## src/rtl/watermark_pkg.sv

```systemverilog
// Shared types and defaults for the LSB watermark embedder.
// bits_left is sized to hold the values 0..MSG_W inclusive.
package watermark_pkg;

  localparam int DEF_PIX_W   = 8;
  localparam int DEF_NCH     = 3;
  localparam int DEF_NBITS   = 1;
  localparam int DEF_MSG_W   = 8;
  localparam int DEF_OVERCLK = 5;

  typedef enum logic {
    EMPTY  = 1'b0,
    LOADED = 1'b1
  } wm_state_e;

  function automatic int bl_width(input int msg_w);
    return $clog2(msg_w + 1);
  endfunction

endpackage

```

## src/rtl/wm_tick_gen.sv

```systemverilog
// Phase counter that turns clk_enable into one processing tick every OVERCLK enables.
// The first edge after reset release only arms the counter, so no tick happens in the release cycle.
module wm_tick_gen #(
  parameter int OVERCLK = 5
) (
  input  logic clk,
  input  logic reset,
  input  logic clk_enable,
  output logic tick
);

  localparam int PW = $clog2(OVERCLK + 1);

  logic          running;
  logic [PW-1:0] phase;

  always_ff @(posedge clk or negedge reset) begin
    if (!reset) begin
      running <= 1'b0;
      phase   <= PW'(1);
    end else if (!running) begin
      running <= 1'b1;
    end else if (clk_enable) begin
      phase <= (phase == PW'(OVERCLK)) ? PW'(1) : phase + PW'(1);
    end
  end

  assign tick = running && clk_enable && (phase == PW'(1));

endmodule

```

## src/rtl/watermark_embedder.sv

```systemverilog
// Replaces the low NBITS of each pixel channel with buffered message bits, LSB-first,
// consuming one pixel per tick; a new word is accepted only once the buffer is empty or draining.
module watermark_embedder
  import watermark_pkg::*;
#(
  parameter int PIX_W   = DEF_PIX_W,
  parameter int NCH     = DEF_NCH,
  parameter int NBITS   = DEF_NBITS,
  parameter int MSG_W   = DEF_MSG_W,
  parameter int OVERCLK = DEF_OVERCLK
) (
  input  logic                          clk,
  input  logic                          reset,
  input  logic                          clk_enable,
  input  logic                          embed_en,
  input  logic                          pix_valid,
  input  logic [NCH*PIX_W-1:0]          pixel,
  input  logic                          msg_valid,
  input  logic [MSG_W-1:0]              message,
  output logic                          msg_ready,
  output logic [NCH*PIX_W-1:0]          pixel_out,
  output logic                          pixel_out_valid,
  output logic                          embedded,
  output logic [bl_width(MSG_W)-1:0]    bits_left
);

  localparam int BLW       = bl_width(MSG_W);
  localparam int SLOT_BITS = NCH * NBITS;

  wm_state_e                   state;
  logic [MSG_W-1:0]            msg_buf;
  logic [SLOT_BITS+MSG_W-1:0]  buf_ext;
  logic                        tick;
  logic                        embed_active;
  logic                        drain_all;
  logic [BLW-1:0]              take;
  logic [NCH*PIX_W-1:0]        pix_next;

  wm_tick_gen #(.OVERCLK(OVERCLK)) u_tick (
    .clk        (clk),
    .reset      (reset),
    .clk_enable (clk_enable),
    .tick       (tick)
  );

  assign embed_active = tick && pix_valid && embed_en && (state == LOADED);
  assign drain_all    = embed_active && (int'(bits_left) <= SLOT_BITS);
  assign msg_ready    = tick && ((state == EMPTY) || drain_all);
  assign take         = (int'(bits_left) < SLOT_BITS) ? bits_left : BLW'(SLOT_BITS);
  // Zero padding lets the slot loop index past the end of a short final word safely.
  assign buf_ext      = {{SLOT_BITS{1'b0}}, msg_buf};

  always_comb begin
    pix_next = pixel;
    for (int ch = 0; ch < NCH; ch++) begin
      for (int b = 0; b < NBITS; b++) begin
        if (embed_active && ((ch * NBITS + b) < int'(bits_left))) begin
          pix_next[ch*PIX_W+b] = buf_ext[ch*NBITS+b];
        end
      end
    end
  end

  // A load on a draining tick wins, so the new word only affects later pixels.
  always_ff @(posedge clk or negedge reset) begin
    if (!reset) begin
      state           <= EMPTY;
      msg_buf         <= '0;
      bits_left       <= '0;
      pixel_out       <= '0;
      pixel_out_valid <= 1'b0;
      embedded        <= 1'b0;
    end else begin
      pixel_out_valid <= tick && pix_valid;
      if (tick) begin
        if (pix_valid) begin
          pixel_out <= pix_next;
          embedded  <= embed_active;
        end
        if (msg_valid && msg_ready) begin
          msg_buf   <= message;
          bits_left <= BLW'(MSG_W);
          state     <= LOADED;
        end else if (embed_active) begin
          msg_buf   <= msg_buf >> take;
          bits_left <= bits_left - take;
          if (drain_all) begin
            state <= EMPTY;
          end
        end
      end
    end
  end

endmodule

```

## config.mk

```make
export PLATFORM = sky130hd
export DESIGN_NAME = watermark_embedder
export DESIGN_NICKNAME = d
export VERILOG_FILES = /design/src/rtl/watermark_pkg.sv /design/src/rtl/wm_tick_gen.sv /design/src/rtl/watermark_embedder.sv
export SDC_FILE = /design/constraint.sdc
export NUM_CORES = 1
export LEC_CHECK = 0
export ABC_AREA = 1
export ABC_CLOCK_PERIOD_IN_PS = 1900
export CAP_MARGIN = 20
export CORE_UTILIZATION = 46
export DETAILED_ROUTE_END_ITERATION = 10
export GPL_ROUTABILITY_DRIVEN = 0
export HOLD_SLACK_MARGIN = 0.02
export PLACE_DENSITY = 0.8
export SLEW_MARGIN = 30
export SYNTH_ARGS = -nofsm -noshare
export SYNTH_HDL_FRONTEND = slang
export SYNTH_SLANG_ARGS = --single-unit
```

## constraint.sdc

```tcl
create_clock -name clk -period 1.9 [get_ports clk]
set_input_delay 0.19 -clock clk [delete_from_list [all_inputs] [get_ports clk]]
set_output_delay 0.19 -clock clk [all_outputs]
set_load 0.02 [all_outputs]
```

==> results of run 1 <==
-- metal layers --
metal	vias up	track usage	wire length [um]
met4	0	0.0689	59
met3	8	0.0442	251
met2	56	0.375	2290
li1	986	-	-
met1	894	0.254	2060
met5	-	0	0
-- final cells by class --
cell class	instances	area (um2)	area share
inverter	19	71.3	0.0234
sequential	43	1080	0.354
tap	52	65.1	0.0214
clock buffer	8	100	0.0329
timing repair buffer	78	773	0.254
multi-input combinational	193	956	0.314
-- registers in the layout, indices dropped and copies added (netlist names) --
| name | count |
|---|---|
| embedded | 1 |
| pixel_out_valid | 1 |
| u_tick.phase | 3 |
| msg_buf | 8 |
| u_tick.running | 1 |
| bits_left | 4 |
| pixel_out | 24 |
| state | 1 |
-- how the worst max path moves through the flow --
stage                              to  slack [ns]
6_report       msg_buf[0]$_DFFE_PN0P_        0.15
2_1_floorplan  msg_buf[1]$_DFFE_PN0P_        0.30
5_1_grt        msg_buf[5]$_DFFE_PN0P_       0.009
4_1_cts                     msg_ready        0.01
3_5_place_dp                msg_ready       -0.11
3_3_place_gp                msg_ready       -0.10
-- Yosys cell counts, drive strengths merged --
| cell type | number |
|---|---|
| a21oi | 4 |
| a31oi | 1 |
| or2 | 2 |
| o21ai | 16 |
| nand3b | 5 |
| buf | 6 |
| conb | 1 |
| nand2 | 123 |
| o211ai | 7 |
| xnor2 | 1 |
| nand4 | 1 |
| dfstp | 1 |
| nand3 | 20 |
| ha | 1 |
| o21bai | 1 |
| dfrtp | 42 |
| inv | 19 |
| nor2 | 10 |
| clkbuf | 3 |
-- power by group --
part / leakage (nW) / internal [mW] / total, mW / switching [mW]
Clock: 0.0515 / 0.332 / 0.622 / 0.291
Combinational: 0.906 / 0.975 / 2.20 / 1.23
Sequential: 0.547 / 1.29 / 1.54 / 0.255
-- logic make-up after synthesis --
| group | after synthesis | synth area share |
|---|---|---|
| compound gates | 29 | 0.0786 |
| xor+xnor | 1 | 0.00404 |
| fa+ha+maj | 1 | 0.00578 |
| buf+inv | 28 | 0.0635 |
| flops | 43 | 0.497 |
| other cells | 1 | 0.00173 |
| simple gates | 161 | 0.349 |
-- worst max-delay path, stage by stage, from the launching register on --
cell and delay [ns]:
dfstp_2 0.54, inv_2 0.05, nor2_4 0.10, nand2_2 0.05, or2_4 0.25, nand2_8 0.07
buf_4 0.18, nand2_8 0.14, nand2_1 0.09, nand2_1 0.05, nand2_1 0.05, nand2_1 0.05
-- cells in the final DEF (no fill, tap or decap), drive strengths merged, types with 2 or more instances in the layout --
cell,instances
nand2,123
clkdlybuf4s50,66
dfrtp,42
nand3,20
inv,19
o21ai,16
buf,10
nor2,10
clkbuf,9
o211ai,7
nand3b,5
a21oi,4
or2,2
-- stage by stage --
step	hold WS, ns	cells	cell area (um2)	setup TNS, ns	total power, mW
6_report	0.430	393	3040	0	4.37
4_1_cts	0.421	393	3040	0	4.40
5_1_grt	0.443	393	3040	0	4.71
3_3_place_gp	0.313	384	2930	-0.299	3.69
3_5_place_dp	0.319	384	2930	-0.434	3.75
2_1_floorplan	-0.106	264	2170	0	2.87
-- what timing repair did --
| action | 4_1_cts | 5_1_grt |
|---|---|---|
| gates resized for setup | 1 | 3 |
| hold buffers | 1 | 0 |
| hold endpoints to repair | 33 | 0 |
| endpoints found under the setup margin | 1 | 6 |
==> metrics.txt, run 1 <==
initial core utilization 0.487; core area 4440 um2; Post-Place Worst Slack -0.107 ns; R2R depth 11; RSZ-0062 raised after global routing no; Setup Buffers After CTS 0; number of top-level pins 69; area of the die 4990 um2; Final Core Density 0.685; synth unique cells 31; via/cell ratio 4.95; crit path DAT 1.92 ns; clock tree buffer depth 2; R2R setup slack 0.15 ns; FF+latch count, synth 43; H-tree levels 2; CP Launch Type flop; root buffer cell clkbuf_8; hold endpoint pixel_out[22]$_DFFE_PN0N_; FF-to-FF End msg_buf[0]$_DFFE_PN0P_; Hold Crit Depth 3; Die W 70.6 um; # DRC 4; num rows 24; Area growth syn-to-layout 40.5%; worst-margin pin slew 0.770 ns; Mapped Nets 303; DRT iter0 DRCs 215; vias in the first global route 2,010; total track usage 0.210; Syn. warnings 0; synth top area cells dfrtp_1 49%, nand2_1 20%, nand3_1 4.6%; first-pass GRT wire length 8400 um; Worst Path Required 2.08 ns; clk sinks 43; syn avg cell area 8.20 um2; GRT overflow 0; Synth top area share 0.485; peak supply drop 0.890 mV; failing checks DRC; max-cap violations 0; leak pwr 1.50 nW; Via Count 1,944; skew final 0.00540 ns; share of layout cells above drive strength 1 0.117; CP Max Fanout 23; CP endpoint kind flop; ANT cells 0; TritonCTS clock tree done; HP Class in2reg; Layout Nets 379; Post-Syn Area 2170 um2; DRT Pass-1 Iters 8; minimum period implied by the final worst setup slack 1.75 ns; setup ws final 0.155 ns; wire per inst 11.9 um; CP Class reg2reg; Worst Setup SP u_tick.phase[0]$_DFFE_PN1P_; final setup vio count 0; CTS Buf Count 5; Clock transition at path regs 0.08 ns; status complete, but fails checks; WL final 4660 um; Port Buffers 68; Final Cycle Share 0.919; synthesized instance count 264; highest clock rate 0.573 GHz; post-route antenna net violation count 0; number of fill cells 385; Synth area leader dfrtp_1; Slew Viols, Final 0; part of the Yosys area used for sequential elements 0.497; Clock Latency Late Sink 0.29 ns; largest net degree at the start of global routing 36; hold path startpoint pixel[22]; DP Wirelength 3340 um; relative slew slack 0.486; Hold Vio Cnt, Final 0; die height 70.6 um; PwrDens 1430 nW/um2; worst r2r src u_tick.phase[0]$_DFFE_PN1P_; initial antenna violation count 0
Note: power is estimated with default switching activity, not from simulation.
==> run 2: changes to the inputs <==
Settings changed: ABC_CLOCK_PERIOD_IN_PS 1900 to default, CORE_ASPECT_RATIO from default to 1.25.
==> run 2 against run 1 <==
The run now ends clean. Die area barely moved. Sequential power hardly changed. Cell count up 1.0%. Worst setup slack lost 0.014 ns. Register-to-register slack is essentially flat. Highest routed layer unchanged. Hold slack worse by 0.047 ns. Clock power is 4.3% higher. Fmax is 0.77% lower. Wire length is 2.7% higher.
==> metrics.txt, run 2 (synthesis gave the netlist of run 1 again) <==
peak supply drop 0.878 mV (-1.3%); Largest register FFs 24 (unchanged); skew final 0.00750 ns (+0.00210 ns); Largest regs pixel_out: 24 flops, msg_buf: 8 flops, bits_left: 4 flops; root buffer cell clkbuf_8; initial core utilization 0.486 (-0.00164); crit path DAT 1.57 ns (-0.35 ns); crit path to msg_ready; wire per inst 12.1 um (+1.6%); Clock transition at path regs 0.09 ns (about the same); relative slew slack 0.665 (+0.179); Via Count 1,945 (+0.051%); CP Max Fanout 3 (-87%); largest reg by FF count pixel_out; Tot Pwr 4.38 mW (+0.40%); status finished clean; CTS Buf Count 5 (unchanged); setup ws final 0.141 ns (-0.0136 ns); Stages on worst setup path 6 (-5); vias in the first global route 2,003 (-0.35%); Layout Nets 377 (-0.53%); first-pass GRT wire length 8310 um (-1.2%); # DRC 0 (-4); num rows 27 (+13%); post-route antenna net violation count 0 (unchanged); leak pwr 1.50 nW (-0.46%); met2 Usage GRT 0.378 (+0.00226); Area growth syn-to-layout 40.4% (about the same); clk sinks 43 (unchanged); share of layout cells above drive strength 1 0.118 (+0.000692); setup TNS 0 ns (unchanged); GRT Max-Usage Layer met2; placed cells 387 (+0.78%); most frequent cells in the layout 115 x nand2_1, 66 x clkdlybuf4s50_1, 42 x dfrtp_1; most common cell after layout, fill and taps aside nand2_1; FF-to-FF End msg_buf[0]$_DFFE_PN0P_; initial antenna violation count 0 (unchanged); CP top delay family flip-flops; core area 4460 um2 (+0.34%); number of fill cells 385 (unchanged); Die W 63.4 um (-10%); area of the die 4990 um2 (about the same); number of top-level pins 69 (unchanged); DP Wirelength 3450 um (+3.3%); met1 Track Usage GR 0.238 (-0.0169); Slew Viols, Final 0 (unchanged); Post-Place Worst Slack -0.149 ns (-0.0423 ns); Port Buffers 68 (unchanged); Final Cycle Share 0.926 (+0.00714); hold_ws 0.383 ns (-0.0474 ns); Hold Vio Cnt, Final 0 (unchanged); CP max-delay cell dfstp_2; Clock Latency Late Sink 0.30 ns (about the same); via/cell ratio 4.90 (-0.96%); clock tree buffer depth 2 (unchanged); WL final 4790 um (+2.7%); ANT cells 0 (unchanged); worst-margin pin slew 0.502 ns (-0.269 ns); PwrDens 1440 nW/um2 (+0.49%); CP endpoint kind output port; Post-Layout Cell Count 397 (+1.0%); highest clock rate 0.569 GHz (-0.77%); max-cap violations 0 (unchanged); CP cell instances inv_2, nor2_4, nand2_2, or2_4, nand2_8, buf_2; CP Class reg2out; die height 78.7 um (+11%); total track usage 0.212 (+0.00174); Worst Path Required 1.71 ns (-0.37 ns); GRT overflow 0 (unchanged); met3 GRT Util 0.0603 (+0.0162); DRT iter0 DRCs 91 (-58%); HP Class in2async; Setup Buffers After CTS 0 (unchanged); H-tree levels 2 (unchanged); R2R setup slack 0.15 ns (about the same); Worst Setup SP u_tick.phase[0]$_DFFE_PN1P_; worst path bufs/invs 2 (unchanged); minimum period implied by the final worst setup slack 1.76 ns (+0.0136 ns); DRT Pass-1 Iters 6 (-2); CP Launch Type flop; R2R depth 11 (unchanged); largest net degree at the start of global routing 27 (-25%); worst r2r src u_tick.phase[0]$_DFFE_PN1P_; final setup vio count 0 (unchanged); slowest stage delay, CP 0.56 ns (+0.02 ns); TritonCTS clock tree done
run 2: cell types whose count changed in the layout (fill, tap and decap cells not counted):
cell	change
nor2_2	-1
nor2_4	+1
buf_2	+1
nand3_2	+1
clkinvlp_4	+1
clkbuf_2	-1
buf_12	-1
buf_4	-2
nand2_4	+1
clkbuf_1	-1
nand3_1	-1
run 2: layout make-up:
class / count / area, um2 / share of cell area
sequential: 43 / 1080 / 0.354
multi-input combinational: 194 / 977 / 0.321
timing repair buffer: 75 / 738 / 0.243
clock buffer: 7 / 96.3 / 0.0317
tap: 58 / 72.6 / 0.0239
inverter: 19 / 71.3 / 0.0235
clock inverter: 1 / 7.51 / 0.00247
run 2: worst min path at each step:
stage	start	slack [ns]	depth (start not counted)	endpoint
5_1_grt	pixel[18]	0.42	3	pixel_out[18]$_DFFE_PN0N_
3_3_place_gp	reset	0.19	1	u_tick.phase[2]$_DFFE_PN0P_
6_report	reset	0.38	2	u_tick.phase[1]$_DFFE_PN0P_
2_1_floorplan	reset	-0.11	0	bits_left[0]$_DFFE_PN0P_
4_1_cts	reset	0.40	2	u_tick.phase[2]$_DFFE_PN0P_
3_5_place_dp	reset	0.19	1	u_tick.phase[2]$_DFFE_PN0P_
run 2: power by group:
group,internal [mW],total (mW),switching [mW]
clock network,0.331,0.649,0.318
registers,1.29,1.54,0.251
logic,0.959,2.20,1.24
run 2: metrics by stage:
step,area [um2],utilization
6_report,3040,0.682
5_1_grt,3040,0.682
4_1_cts,3020,0.677
3_5_place_dp,2910,0.652
3_3_place_gp,2910,0.652
2_1_floorplan,2170,-
run 2: metal layers:
layer | part of all wire | vias up
li1 | - | 990
met1 | 0.42 | 890
met2 | 0.50 | 58
met3 | 0.060 | 7
met4 | 0.016 | 0
met5 | 0 | -
run 2: repair_timing:
item / in CTS / in global routing
gates resized for setup: 3 / 4
endpoints found under the setup margin: 1 / 10
hold buffers: 1 / 0
cloned: 0 / 1
pin swaps: 1 / 0
hold endpoints to repair: 20 / 0
